===== src/rtl/rbm_layer_sequencer.sv =====
`default_nettype none
// ============================================================================
// Module      : rbm_layer_sequencer
// Description : Control FSM that time-multiplexes one shared RBM
//               multiply-accumulate datapath across two layers:
//                 H pass : INPUT_DIM inputs  -> HIDDEN_DIM hidden units
//                 C pass : HIDDEN_DIM hidden -> OUTPUT_DIM class scores
//               Emits weight addresses, operand/unit indices and the
//               accumulator/activation strobes, and tracks the argmax of
//               the class scores.
// Ports       :
//   clk, rst_n  clock (rising edge), asynchronous active-low reset
//   start       begin one inference (sampled only in IDLE)
//   stall       datapath back-pressure; freezes everything while high
//   score_in    signed class score, valid in C_ACT cycles
//   busy        high in every state except IDLE
//   layer_sel   0 = H pass, 1 = C pass
//   in_idx      operand index (input i or hidden j)
//   unit_idx    neuron currently being computed
//   w_addr      weight memory address
//   acc_clr     clear accumulator before adding this cycle's product
//   acc_en      accumulate this cycle's product
//   act_en      apply bias/activation for unit_idx
//   done        one-cycle completion pulse
//   result      argmax class, held until the next done
// Revision    : 1.0 - initial release
// ============================================================================
module rbm_layer_sequencer #(
  parameter int INPUT_DIM  = 15,
  parameter int HIDDEN_DIM = 5,
  parameter int OUTPUT_DIM = 2,
  parameter int BITLENGTH  = 12,
  parameter int IDX_W      = 4,
  parameter int ADDR_W     = 7
) (
  input  logic                        clk,
  input  logic                        rst_n,
  input  logic                        start,
  input  logic                        stall,
  input  logic signed [BITLENGTH-1:0] score_in,
  output logic                        busy,
  output logic                        layer_sel,
  output logic        [IDX_W-1:0]     in_idx,
  output logic        [IDX_W-1:0]     unit_idx,
  output logic        [ADDR_W-1:0]    w_addr,
  output logic                        acc_clr,
  output logic                        acc_en,
  output logic                        act_en,
  output logic                        done,
  output logic        [IDX_W-1:0]     result
);

  typedef enum logic [2:0] {
    ST_IDLE  = 3'd0,
    ST_H_ACC = 3'd1,
    ST_H_ACT = 3'd2,
    ST_C_ACC = 3'd3,
    ST_C_ACT = 3'd4,
    ST_DONE  = 3'd5
  } state_t;

  localparam logic [IDX_W-1:0]  IN_LAST  = IDX_W'(INPUT_DIM - 1);
  localparam logic [IDX_W-1:0]  HID_LAST = IDX_W'(HIDDEN_DIM - 1);
  localparam logic [IDX_W-1:0]  OUT_LAST = IDX_W'(OUTPUT_DIM - 1);
  localparam logic [ADDR_W-1:0] IN_STRIDE  = ADDR_W'(INPUT_DIM);
  localparam logic [ADDR_W-1:0] HID_STRIDE = ADDR_W'(HIDDEN_DIM);
  // C-layer weights are stored directly after the H-layer block.
  localparam logic [ADDR_W-1:0] C_BASE     = ADDR_W'(INPUT_DIM * HIDDEN_DIM);

  state_t                      state, state_nxt;
  logic        [IDX_W-1:0]     in_idx_q, in_idx_nxt;
  logic        [IDX_W-1:0]     unit_idx_q, unit_idx_nxt;
  logic signed [BITLENGTH-1:0] best_score, best_score_nxt;
  logic        [IDX_W-1:0]     best_idx, best_idx_nxt;
  logic        [IDX_W-1:0]     result_q, result_nxt;
  logic        [ADDR_W-1:0]    h_addr, c_addr;

  assign h_addr = ADDR_W'(unit_idx_q) * IN_STRIDE + ADDR_W'(in_idx_q);
  assign c_addr = C_BASE + ADDR_W'(unit_idx_q) * HID_STRIDE + ADDR_W'(in_idx_q);

  assign in_idx   = in_idx_q;
  assign unit_idx = unit_idx_q;

  // All state advances only on non-stalled cycles, so every strobe (being a
  // function of this state) holds its value for the whole stall.
  always_ff @(posedge clk or negedge rst_n) begin
    if (!rst_n) begin
      state      <= ST_IDLE;
      in_idx_q   <= '0;
      unit_idx_q <= '0;
      best_score <= '0;
      best_idx   <= '0;
      result_q   <= '0;
    end else if (!stall) begin
      state      <= state_nxt;
      in_idx_q   <= in_idx_nxt;
      unit_idx_q <= unit_idx_nxt;
      best_score <= best_score_nxt;
      best_idx   <= best_idx_nxt;
      result_q   <= result_nxt;
    end
  end

  always_comb begin
    state_nxt      = state;
    in_idx_nxt     = in_idx_q;
    unit_idx_nxt   = unit_idx_q;
    best_score_nxt = best_score;
    best_idx_nxt   = best_idx;
    result_nxt     = result_q;
    busy           = 1'b1;
    layer_sel      = 1'b0;
    acc_clr        = 1'b0;
    acc_en         = 1'b0;
    act_en         = 1'b0;
    done           = 1'b0;
    w_addr         = '0;
    result         = result_q;

    case (state)
      ST_IDLE: begin
        busy = 1'b0;
        if (start) begin
          state_nxt    = ST_H_ACC;
          in_idx_nxt   = '0;
          unit_idx_nxt = '0;
        end
      end

      ST_H_ACC: begin
        acc_en  = 1'b1;
        acc_clr = (in_idx_q == '0);
        w_addr  = h_addr;
        // Index saturates at its limit; it is cleared on leaving the ACT state.
        if (in_idx_q == IN_LAST) state_nxt = ST_H_ACT;
        else                     in_idx_nxt = in_idx_q + 1'b1;
      end

      ST_H_ACT: begin
        act_en     = 1'b1;
        w_addr     = h_addr;
        in_idx_nxt = '0;
        if (unit_idx_q == HID_LAST) begin
          unit_idx_nxt = '0;
          state_nxt    = ST_C_ACC;
        end else begin
          unit_idx_nxt = unit_idx_q + 1'b1;
          state_nxt    = ST_H_ACC;
        end
      end

      ST_C_ACC: begin
        layer_sel = 1'b1;
        acc_en    = 1'b1;
        acc_clr   = (in_idx_q == '0);
        w_addr    = c_addr;
        if (in_idx_q == HID_LAST) state_nxt = ST_C_ACT;
        else                      in_idx_nxt = in_idx_q + 1'b1;
      end

      ST_C_ACT: begin
        layer_sel  = 1'b1;
        act_en     = 1'b1;
        w_addr     = c_addr;
        in_idx_nxt = '0;
        // Strictly-greater replacement keeps the lowest index on ties.
        if (unit_idx_q == '0 || score_in > best_score) begin
          best_score_nxt = score_in;
          best_idx_nxt   = unit_idx_q;
        end
        if (unit_idx_q == OUT_LAST) begin
          unit_idx_nxt = '0;
          state_nxt    = ST_DONE;
        end else begin
          unit_idx_nxt = unit_idx_q + 1'b1;
          state_nxt    = ST_C_ACC;
        end
      end

      ST_DONE: begin
        done       = 1'b1;
        // Publish the winner in the same cycle as the done pulse.
        result     = best_idx;
        result_nxt = best_idx;
        state_nxt  = ST_IDLE;
      end

      default: state_nxt = ST_IDLE;
    endcase
  end

endmodule
`default_nettype wire


===== config.mk =====
export PLATFORM = sky130hd
export DESIGN_NAME = rbm_layer_sequencer
export DESIGN_NICKNAME = d
export VERILOG_FILES = /design/src/rtl/rbm_layer_sequencer.sv
export SDC_FILE = /design/constraint.sdc
export NUM_CORES = 1
export LEC_CHECK = 0
export CAP_MARGIN = 20
export CORE_ASPECT_RATIO = 2
export CORE_MARGIN = 2
export CORE_UTILIZATION = 56
export DETAILED_ROUTE_END_ITERATION = 10
export PLACE_DENSITY = 0.81
export SLEW_MARGIN = 20
export SYNTH_ARGS = -nofsm -noshare
export SYNTH_HDL_FRONTEND = slang
export SYNTH_SLANG_ARGS = --single-unit

===== constraint.sdc =====
create_clock -name clk -period 4.3 [get_ports clk]
set_clock_uncertainty 0.15 [all_clocks]
set_input_delay 0.86 -clock clk [delete_from_list [all_inputs] [get_ports clk]]
set_output_delay 0.86 -clock clk [all_outputs]
set_load 0.1 [all_outputs]

Word level (Yosys, flattened, before mapping):

Cells that the tools add are included.

* flip-flop bits (word level): 31
* input port bits: 16
* output and inout bits: 25
* logic and storage cells: 64

* $add $sub $neg: 5
* $mul: 2
* magnitude comparators: 1
* eq/ne operators: 14
* muxes and demuxes: 21
* bitwise gates (word level): 1
* reductions and logical operators: 14

Operators with widths (number)
* two-way mux 4 bit: 6
* case mux 4 bit (4 select lines): 1
* case mux 3 bit (5 select lines): 1
* adder 7 x 4 -> 7 bit: 2
* case mux 7 bit (2 select lines): 1
* greater-than comparator 12 bit: 1
* two-way mux 3 bit: 4
* case mux 4 bit (3 select lines): 1
* != test 2 bit, second input constant: 5
* adder 4 x 1 -> 4 bit, second input constant: 2
* == test 4 x 3 -> 1 bit, second input constant: 2
* logical NOT 4 bit: 2
* OR reduction 2 bit: 4
* adder 7 bit, first input constant: 1
* multiplier 4 x 3 -> 7 bit, second input constant: 1
* multiplier 4 x 4 -> 7 bit, second input constant: 1
* == test 3 x 2 -> 1 bit, second input constant: 2
* == test 3 bit, second input constant: 2
* two-way mux 1 bit: 6
* AND reduction 3 bit: 2
* AND reduction 5 bit: 1
* == test 4 x 1 -> 1 bit, second input constant: 1
* == test 4 bit, second input constant: 1
* AND reduction 4 bit: 1
* 7 further kinds: 7

Depth between registers and ports, before layout:

Gate-level depths: netlist of run 1.

* depth after elaboration: 4
* depth in mapped cells: 11
* gate-level depth less buffers: 11

Least setup slack after synthesis of run 1:

No wires, ideal clock.

* path type: reg2out
* start point: reg unit_idx_q[1] (netlist: unit_idx[1])
* end point: out w_addr[6]
* data arrival time: 4.968 ns
* data required time: 3.290 ns
* path slack: -1.678 ns
* cell stages (with the launch flop): 11
* path buffers: 0
* cells stage by stage: dfrtp_1 > fa_1 > inv_1 > fa_1 > fa_1 > inv_1 > ha_1 > a21oi_1 > o21ai_0 > xnor2_1 > o22ai_1

* word-level cells in the longest chain between the ends: 4
* elaborated cells between the ends (all ways): 6
* classes of those cells: 3 x add/sub; 2 x mul; 1 x mux

Ends and longest elaborated chain
* start, declared: line 72 `logic [IDX_W-1:0] unit_idx_q, unit_idx_nxt;`
* start signal, assigned: line 97 `unit_idx_q <= unit_idx_nxt;`
* multiplier 4 x 3 -> 7 bit: line 79 `assign c_addr = C_BASE + ADDR_W'(unit_idx_q) * HID_STRIDE + ADDR_W'(in_idx_q);`
* adder 7 bit: line 79
* adder 7 x 4 -> 7 bit: line 79
* case mux 7 bit (2 select lines) (*): line 120 `case (state)`
* end, declared: line 45 `output logic [ADDR_W-1:0] w_addr,`

Every way passes the cells marked *; elsewhere a longest branch is shown, timed or not.

Worst setup path in the final report of run 1:

* start point: reg unit_idx_q[0] (netlist: unit_idx[0])
* end point: out w_addr[6]

Same word-level chain as after synthesis.

==> results.toml, run 1 <==
[detailed_routing]
vias_per_cell = 6.04
via_count = 2664
drtIter0Drc = 83
wl_um = 8060
ant_nets = 0
routedWlPerCell_um = 18.3
drc = 0
firstDrtPassIters = 4

[layout]
layout_common_cells = "47 x nand2_1, 43 x inv_1, 43 x ha_1"
fin_util_pct = 71.4
antenna_cells = 0
fin_nets = 452
layout_commonest_cell = "nand2_1"
area_delta_synth_final_pct = 24.0
drive_gt1_share_pct = 21.0
stdcell_count = 441

[grt]
grt_pass1_vias = 2753
track_usage_pct = 27.8
grt_pass1_wl_um = 13000
grt_start_max_net_pins = 22
grt_overflow = 0
antenna_found_initial = 0

[worst_setup_path]
crit_fanout = 3
timing.rr.end = "best_score[11]$_DFFE_PN0P_"
path_class = "reg2out"
crit_path_end_kind = "output pin"
startpoint_type = "flip-flop"
ff2ff_path_depth = 4
required_ns = 3.29
rrSetupSlack_ns = 1.67
r2r_start = "state[2]$_DFFE_PN0P_"
setup.worst_path.end = "w_addr[6]"
worstPathArrival_ns = 3.51
crit_start = "unit_idx[0]$_DFFE_PN0P_"

[yosys]
synthArstFlopShare_pct = 100
yosys_warnings = 0
synthCells = 339
ys_ff_latch = 31
ys_seq_area_share_pct = 24.9
synth_area_um2 = 3120
ys.flop_type = "dfrtp_1"
synth.distinct_cells = 49
synth.avg_cell_area_um2 = 9.20
syn-num-nets = 411
synth_edf_count = 0

[timing]
hold_violations = 0
layout_setup_ws_ns = -0.219
setup_viol_count_final = 4
finalSetupTns_ns = -0.610
fmax_mhz = 221
final.min_clock_period_ns = 4.52
rsz0062_at_grt = "yes"
slew_viol_final = 0
max_slew_margin_pct = 33.6
max_slew.worst_pin.slew_ns = 0.993
post-route-period-util_pct = 105

[clock_tree]
clk_path_buf_depth = 2
clkLatencyLatePin_ns = 0.31
path_clk_slew_ns = 0.07
cts_root_buf = "clkbuf_8"
cts-hold-fix-buffers = 0
cts_tree = "yes"
numCtsBuffers = 5
h-tree-depth = 2
cts.sinks = 31

[placed_design]
pre_cts_ws_ns = 0.00559
dp_hpwl_um = 6140
gp_congestion = 0.903
post-place-cells = 431
numPortBuffers = 40

[power_and_ir_drop]
leakage_nw = 1.82
peakVddDrop_uv = 1210
power_density_nw_per_um2 = 681

[worst_hold_path]
hp-class = "reg2reg"

[flow_run]
cap_violations = 0

[floorplanning]
die-height_um = 110
rows = 38
fp.dieW_um = 56.8
ioPinCount = 41
core_area_um2 = 5420
start_util_pct = 57.6
dieArea_um2 = 6220

[outcome]
failed_checks = "setup timing"
outcome = "finished with violations"
==> worst min path at each step <==
stage                                        from  cells after the start  slack (ns)                      end
after floorplan           result_q[0]$_DFFE_PN0N_                      1        0.32  result_q[0]$_DFFE_PN0N_
after global placement    result_q[2]$_DFFE_PN0N_                      1        0.33  result_q[2]$_DFFE_PN0N_
after detailed placement  result_q[2]$_DFFE_PN0N_                      1        0.34  result_q[2]$_DFFE_PN0N_
after CTS                 result_q[2]$_DFFE_PN0N_                      1        0.36  result_q[2]$_DFFE_PN0N_
after global routing      result_q[2]$_DFFE_PN0N_                      1        0.37  result_q[2]$_DFFE_PN0N_
final                     result_q[3]$_DFFE_PN0N_                      1        0.36  result_q[3]$_DFFE_PN0N_
==> critical path: stages (launching register included) <==
cell     delay (ns)
dfrtp_4        0.48
fa_1           0.55
inv_2          0.05
fa_1           0.46
fa_1           0.51
inv_2          0.05
ha_4           0.25
a21oi_4        0.18
o21ai_2        0.12
xnor2_2        0.16
o22ai_4        0.19
buf_12         0.20
==> metal layers <==
metal / track usage [%] / wire length [um] / share of wire [%]
met5: 0 / 0 / 0
met4: 17.8 / 519 / 6.4
met3: 4.24 / 293 / 3.6
met2: 53.2 / 4430 / 55
met1: 26.6 / 2820 / 35
==> flip-flops by register name (all words and copies together) (netlist names) <==
name,flops
result_q,4
best_idx,4
unit_idx,4
in_idx,4
state,3
best_score,12
==> metrics by stage <==
step / instance area (um^2) / hold slack [ns] / power [mW]
5_1_grt: 3870 / 0.372 / 2.78
3_3_place_gp: 3690 / 0.334 / 2.32
2_1_floorplan: 3220 / 0.325 / 1.90
4_1_cts: 3830 / 0.358 / 2.64
3_5_place_dp: 3690 / 0.342 / 2.35
6_report: 3870 / 0.359 / 2.63
==> cells in the mapped netlist (all sizes together) (3+ instances only) <==
master / instances / area share [%]
nand2: 47 / 5.7
ha: 45 / 18
inv: 45 / 5.4
dfrtp: 31 / 25
o211ai: 17 / 5.7
o2111ai: 16 / 4.5
o21ai: 16 / 2.7
a21oi: 12 / 2.0
fa: 11 / 7.1
mux2: 9 / 3.2
clkbuf: 8 / 1.0
a21o: 7 / 1.7
buf: 7 / 1.5
xor2: 7 / 2.0
nor2: 6 / 0.72
nand3b: 5 / 1.2
o22ai: 5 / 1.0
xnor2: 5 / 1.4
nand4: 4 / 1.0
o31ai: 3 / 0.72
or3: 3 / 0.60
==> power breakdown <==
group          switching [mW]  total [mW]  internal (mW)
combinational            1.30        1.90          0.601
clock                   0.121       0.250          0.129
sequential              0.111       0.487          0.376
total                    1.53        2.63           1.11
==> layout make-up <==
cell class,count,area (um^2)
repair buffers,49,490
clock buffers,7,86.3
clock inverters,1,5.00
well taps,60,75.1
flip-flops and latches,31,788
inverters,45,169
multi-input cells,248,2250
fillers,433,1550
==> kinds of logic (layout without fill, tap and decap cells) <==
group / after synthesis / after routing / share of synthesized area [%]
compound gates: 88 / 88 / 22.1
simple gates: 83 / 83 / 13.4
fa+ha+maj: 56 / 56 / 25.1
buf+inv: 60 / 102 / 7.90
flops: 31 / 31 / 24.9
mux: 9 / 9 / 3.25
xor+xnor: 12 / 12 / 3.37
==> repair_timing <==
action                                  in CTS  in global routing
buffers inserted                             2                  0
gates resized for setup                      7                  5
cloned                                       0                  0
pin swaps                                    4                  3
endpoints found under the setup margin       4                  4
(Power assumes the default switching activity.)
==> run 2: changes to the inputs <==
--- a/config.mk
+++ b/config.mk
@@ -8,9 +8,8 @@
 export CAP_MARGIN = 20
 export CORE_ASPECT_RATIO = 2
 export CORE_MARGIN = 2
-export CORE_UTILIZATION = 56
+export CORE_UTILIZATION = 30
 export DETAILED_ROUTE_END_ITERATION = 10
-export PLACE_DENSITY = 0.81
 export SLEW_MARGIN = 20
 export SYNTH_ARGS = -nofsm -noshare
 export SYNTH_HDL_FRONTEND = slang
==> results.toml, run 2 (synthesis results as in run 1) <==
[timing]
rsz0062_at_grt = "yes"
fmax_mhz = 225
holdWs_ns = 0.352
max_slew.worst_pin.slew_ns = 0.983
hold_violations = 0
layout_setup_ws_ns = -0.149
final.min_clock_period_ns = 4.45
setup_viol_count_final = 3
slew_viol_final = 0
post-route-period-util_pct = 103
max_slew_margin_pct = 34.3

[worst_setup_path]
crit_fanout = 3
worstPathArrival_ns = 3.44
crit_path_end_kind = "output pin"
required_ns = 3.29
path_class = "reg2out"
startpoint_type = "flip-flop"

[layout]
area_delta_synth_final_pct = 28.5
fin_util_pct = 39.5
antenna_cells = 0
fillers = 1057
final_area_um2 = 4010
stdcell_count = 518
largest_reg_flops = 12
fin_nets = 455
layout_common_cells = "47 x nand2_1, 44 x ha_1, 43 x inv_1"
drive_gt1_share_pct = 21.7
regMostFlops = "best_score"
layout_commonest_cell = "nand2_1"

[detailed_routing]
drc = 0
via_count = 2681
drtIter0Drc = 124
wl_um = 8370
ant_nets = 0
firstDrtPassIters = 4
vias_per_cell = 5.18
routedWlPerCell_um = 16.2

[power_and_ir_drop]
leakage_nw = 1.86
p_int_mw = 1.20
switching_share_pct = 56.2
power_frac_clock_pct = 13.0
switchingPower_mw = 1.54
power_mw = 2.74
p_seq_share_pct = 17.7
peakVddDrop_uv = 741
combPwrFrac_pct = 69.3
power_density_nw_per_um2 = 684

[grt]
grt_start_max_net_pins = 22
grt_pass1_vias = 2913
grt_pass1_wl_um = 14400
grt_overflow = 0
track_usage_pct = 16.0
antenna_found_initial = 0

[placed_design]
dp_hpwl_um = 6460
place_area_um2 = 3810
gp_congestion = 0.797
post-place-cells = 509
numPortBuffers = 40

[clock_tree]
cts_root_buf = "clkbuf_16"
clk_path_buf_depth = 2
path_clk_slew_ns = 0.05
h-tree-depth = 2
cts.sinks = 31
numCtsBuffers = 5
cts-hold-fix-buffers = 0
cts_tree = "yes"
clkLatencyLatePin_ns = 0.28

[floorplanning]
ioPinCount = 41
dieArea_um2 = 11300
fp.dieW_um = 76.1
core_area_um2 = 10100
start_util_pct = 30.7
rows = 52
die-height_um = 148

[worst_hold_path]
hp-class = "reg2reg"

[outcome]
failed_checks = "setup timing"
outcome = "finished with violations"

[flow_run]
cap_violations = 0
-- run 2: cell types whose count changed in the layout (fill, tap and decap cells not counted) --
cell,previous run,this run
clkbuf_16,0,5
clkbuf_8,6,1
ha_1,43,44
clkbuf_1,1,0
clkdlybuf4s50_1,24,23
xnor2_4,1,0
buf_4,20,24
xnor2_2,1,2
ha_4,2,1
-- run 2: final cells by class --
| type | instances | area (um^2) | share of cell area (%) |
|---|---|---|---|
| multi-input cells | 248 | 2230 | 55.6 |
| flip-flops and latches | 31 | 788 | 19.7 |
| repair buffers | 52 | 510 | 12.7 |
| inverters | 45 | 169 | 4.21 |
| well taps | 135 | 169 | 4.21 |
| clock buffers | 6 | 139 | 3.46 |
| clock inverters | 1 | 5.00 | 0.125 |
-- run 2: stage by stage --
step	TNS [ns]	setup slack [ns]
after floorplan	-0.597	-0.227
after global placement	0	0.0521
after detailed placement	0	0.0561
after CTS	-0.665	-0.237
after global routing	-0.752	-0.275
final	-0.312	-0.149
-- run 2: power groups by stage --
stage | clock, mW | combinational [mW] | sequential (mW)
after floorplan | 0 | 1.35 | 0.555
after global placement | 0 | 1.86 | 0.487
after detailed placement | 0 | 1.89 | 0.491
after CTS | 0.361 | 1.92 | 0.485
after global routing | 0.374 | 2.04 | 0.503
final | 0.357 | 1.90 | 0.485
-- run 2: final timing paths --
check,from,endpoint,slack [ns],cells past startpoint
max in group asynchronous,rst_n,unit_idx[2]$_DFFE_PN0P_,2.50,2
setup / recovery,unit_idx[0]$_DFFE_PN0P_,w_addr[6],-0.15,11
hold / removal,result_q[0]$_DFFE_PN0N_,result_q[0]$_DFFE_PN0N_,0.35,1
min in group asynchronous,rst_n,result_q[3]$_DFFE_PN0N_,0.82,1
hold reg to reg,result_q[0]$_DFFE_PN0N_,result_q[0]$_DFFE_PN0N_,0.35,1
setup reg to reg,state[2]$_DFFE_PN0P_,best_idx[0]$_DFFE_PN0P_,1.61,4
-- run 2: routing by layer --
layer  track usage [%]  vias up  share of wire [%]  wire (um)
met2              30.8       47                 57       4740
met3              2.31       12                2.6        216
li1                  -     1288                  -          -
met1              16.5     1334                 38       3170
met5                 0        -                  0          0
met4              8.45        0                2.9        243
-- run 2: critical path, cell delays in order, from the launching register on --
cell and delay, ns:
dfrtp_4 0.48, fa_1 0.56, inv_2 0.05, fa_1 0.46, fa_1 0.51, inv_2 0.05
ha_4 0.22, a21oi_4 0.18, o21ai_2 0.11, xnor2_2 0.16, o22ai_4 0.18, buf_12 0.20
-- run 2: what timing repair did --
action / in CTS / in global routing
setup endpoints to repair: 3 / 4
resized for setup: 5 / 5
buffers inserted: 2 / 0
pin swaps: 10 / 8
==> run 3: changes to the inputs <==
--- a/config.mk
+++ b/config.mk
@@ -6,7 +6,6 @@
 export NUM_CORES = 1
 export LEC_CHECK = 0
 export CAP_MARGIN = 20
-export CORE_ASPECT_RATIO = 2
 export CORE_MARGIN = 2
 export CORE_UTILIZATION = 30
 export DETAILED_ROUTE_END_ITERATION = 10
==> results.toml, run 3 (synthesis results as in run 1) <==
[power_and_ir_drop]
p_int_mw = 1.12
switching_share_pct = 57.4
power_density_nw_per_um2 = 661
combPwrFrac_pct = 71.4
p_seq_share_pct = 18.7
power_mw = 2.62
leakage_nw = 1.83
power_frac_clock_pct = 9.9
peakVddDrop_uv = 596
switchingPower_mw = 1.50

[worst_setup_path]
startpoint_type = "flip-flop"
cp.depth = 11
rrSetupSlack_ns = 1.76
path_class = "reg2out"
path_delay_family = "adder cells"
path_buf_inv = 3
required_ns = 3.29
critical_path.most_common_cell = "fa_1"
crit_fanout = 3
crit_slowest_cell = "fa_1"
worstPathArrival_ns = 3.50
ff2ff_path_depth = 6
crit_path_end_kind = "output pin"
slowest_delay_ns = 0.57
crit_chain = "fa_1 -> inv_2 -> fa_1 -> fa_1 -> inv_2 -> ha_4 -> a21o_1 -> a21oi_2 -> xor2_2 -> o22ai_4 -> buf_12"

[clock_tree]
cts-hold-fix-buffers = 0
cts_root_buf = "clkbuf_8"
clkLatencyLatePin_ns = 0.29
clk_path_buf_depth = 2
cts.sinks = 31
h-tree-depth = 2
cts_tree = "yes"
numCtsBuffers = 5
path_clk_slew_ns = 0.06

[placed_design]
gp_congestion = 0.768
pre_cts_ws_ns = 0.0615
numPortBuffers = 40
dp_hpwl_um = 5670

[grt]
grt_pass1_vias = 2575
track_usage_pct = 14.3
grt_start_max_net_pins = 22
grt_overflow = 0
grt_pass1_wl_um = 12900
antenna_found_initial = 0

[timing]
layout_setup_ws_ns = -0.210
post-route-period-util_pct = 105
rsz0062_at_grt = "yes"
hold_violations = 0
holdWs_ns = 0.360
max_slew.worst_pin.slew_ns = 0.997
max_slew_margin_pct = 33.4
final.min_clock_period_ns = 4.51
setup_viol_count_final = 3
slew_viol_final = 0
fmax_mhz = 222

[layout]
largest_reg_flops = 12
regArea_um2 = 788
multi_input_area_um2 = 2240
layout_commonest_cell = "nand2_1"
regMostFlops = "best_score"
layout_common_cells = "47 x nand2_1, 44 x ha_1, 43 x inv_1"
drive_gt1_share_pct = 21.2
fin_nets = 453
area_delta_synth_final_pct = 27.0
fillers = 1023
antenna_cells = 0

[worst_hold_path]
hp-class = "reg2reg"
worstHoldPathCells = 1

[floorplanning]
ioPinCount = 41
start_util_pct = 30.5
fp.dieW_um = 106
die-height_um = 106
core_area_um2 = 10200
rows = 37
dieArea_um2 = 11200

[outcome]
outcome = "finished with violations"
failed_checks = "setup timing"

[detailed_routing]
routedWlPerCell_um = 14.7
wl_um = 7600
firstDrtPassIters = 4
via_count = 2551
ant_nets = 0
drc = 0
drtIter0Drc = 134
vias_per_cell = 4.92

[flow_run]
cap_violations = 0
-- run 3: changes by cell type in the layout (fill, tap and decap cells not counted), sizes merged --
| cell | delta |
|---|---|
| buf | -2 |
| clkbuf | +2 |
| clkinv | -1 |
-- run 3: routing by layer --
metal	GRT usage [%]	vias up	part of all wire, %	wire, um
met3	3.00	7	3.8	287
li1	-	1282	-	-
met4	3.29	0	0.95	72
met1	20.0	1222	49	3760
met5	0	-	0	0
met2	22.8	40	46	3490
-- run 3: power by group through the flow --
stage	registers, mW	logic (mW)	clock network (mW)
after floorplan	0.555	1.35	0
final	0.489	1.87	0.260
after detailed placement	0.493	1.85	0
after CTS	0.489	1.88	0.265
after global routing	0.509	2.02	0.283
after global placement	0.491	1.84	0
-- run 3: cell type report --
type,count,share of cell area [%]
multi-input cells,248,56.6
flip-flops and latches,31,19.9
repair buffers,50,12.4
well taps,136,4.29
inverters,45,4.26
clock buffers,8,2.53
-- run 3: through the flow --
| step | utilization [%] | cells | area [um^2] | setup TNS, ns |
|---|---|---|---|---|
| final | 38.7 | 518 | 3960 | -0.368 |
| after global placement | 37.1 | 508 | 3800 | 0 |
| after CTS | 38.7 | 518 | 3960 | -0.406 |
| after detailed placement | 37.1 | 508 | 3800 | 0 |
| after global routing | 38.7 | 518 | 3960 | -0.847 |
| after floorplan | - | 339 | 3220 | -0.597 |
-- run 3: path summary, 6_finish.rpt --
path,start,end
max,unit_idx[0]$_DFFE_PN0P_,w_addr[5]
min,result_q[2]$_DFFE_PN0N_,result_q[2]$_DFFE_PN0N_
max reg2reg,best_score[3]$_DFFE_PN0P_,best_score[9]$_DFFE_PN0P_
min reg2reg,result_q[2]$_DFFE_PN0N_,result_q[2]$_DFFE_PN0N_
max in group asynchronous,rst_n,best_idx[2]$_DFFE_PN0P_
min in group asynchronous,rst_n,state[2]$_DFFE_PN0P_
-- run 3: what timing repair did --
action / 4_1_cts / 5_1_grt
gates cloned: 0 / 0
setup buffers: 2 / 0
endpoints found under the setup margin: 3 / 4
pin swaps: 7 / 2
gates resized for setup: 10 / 1
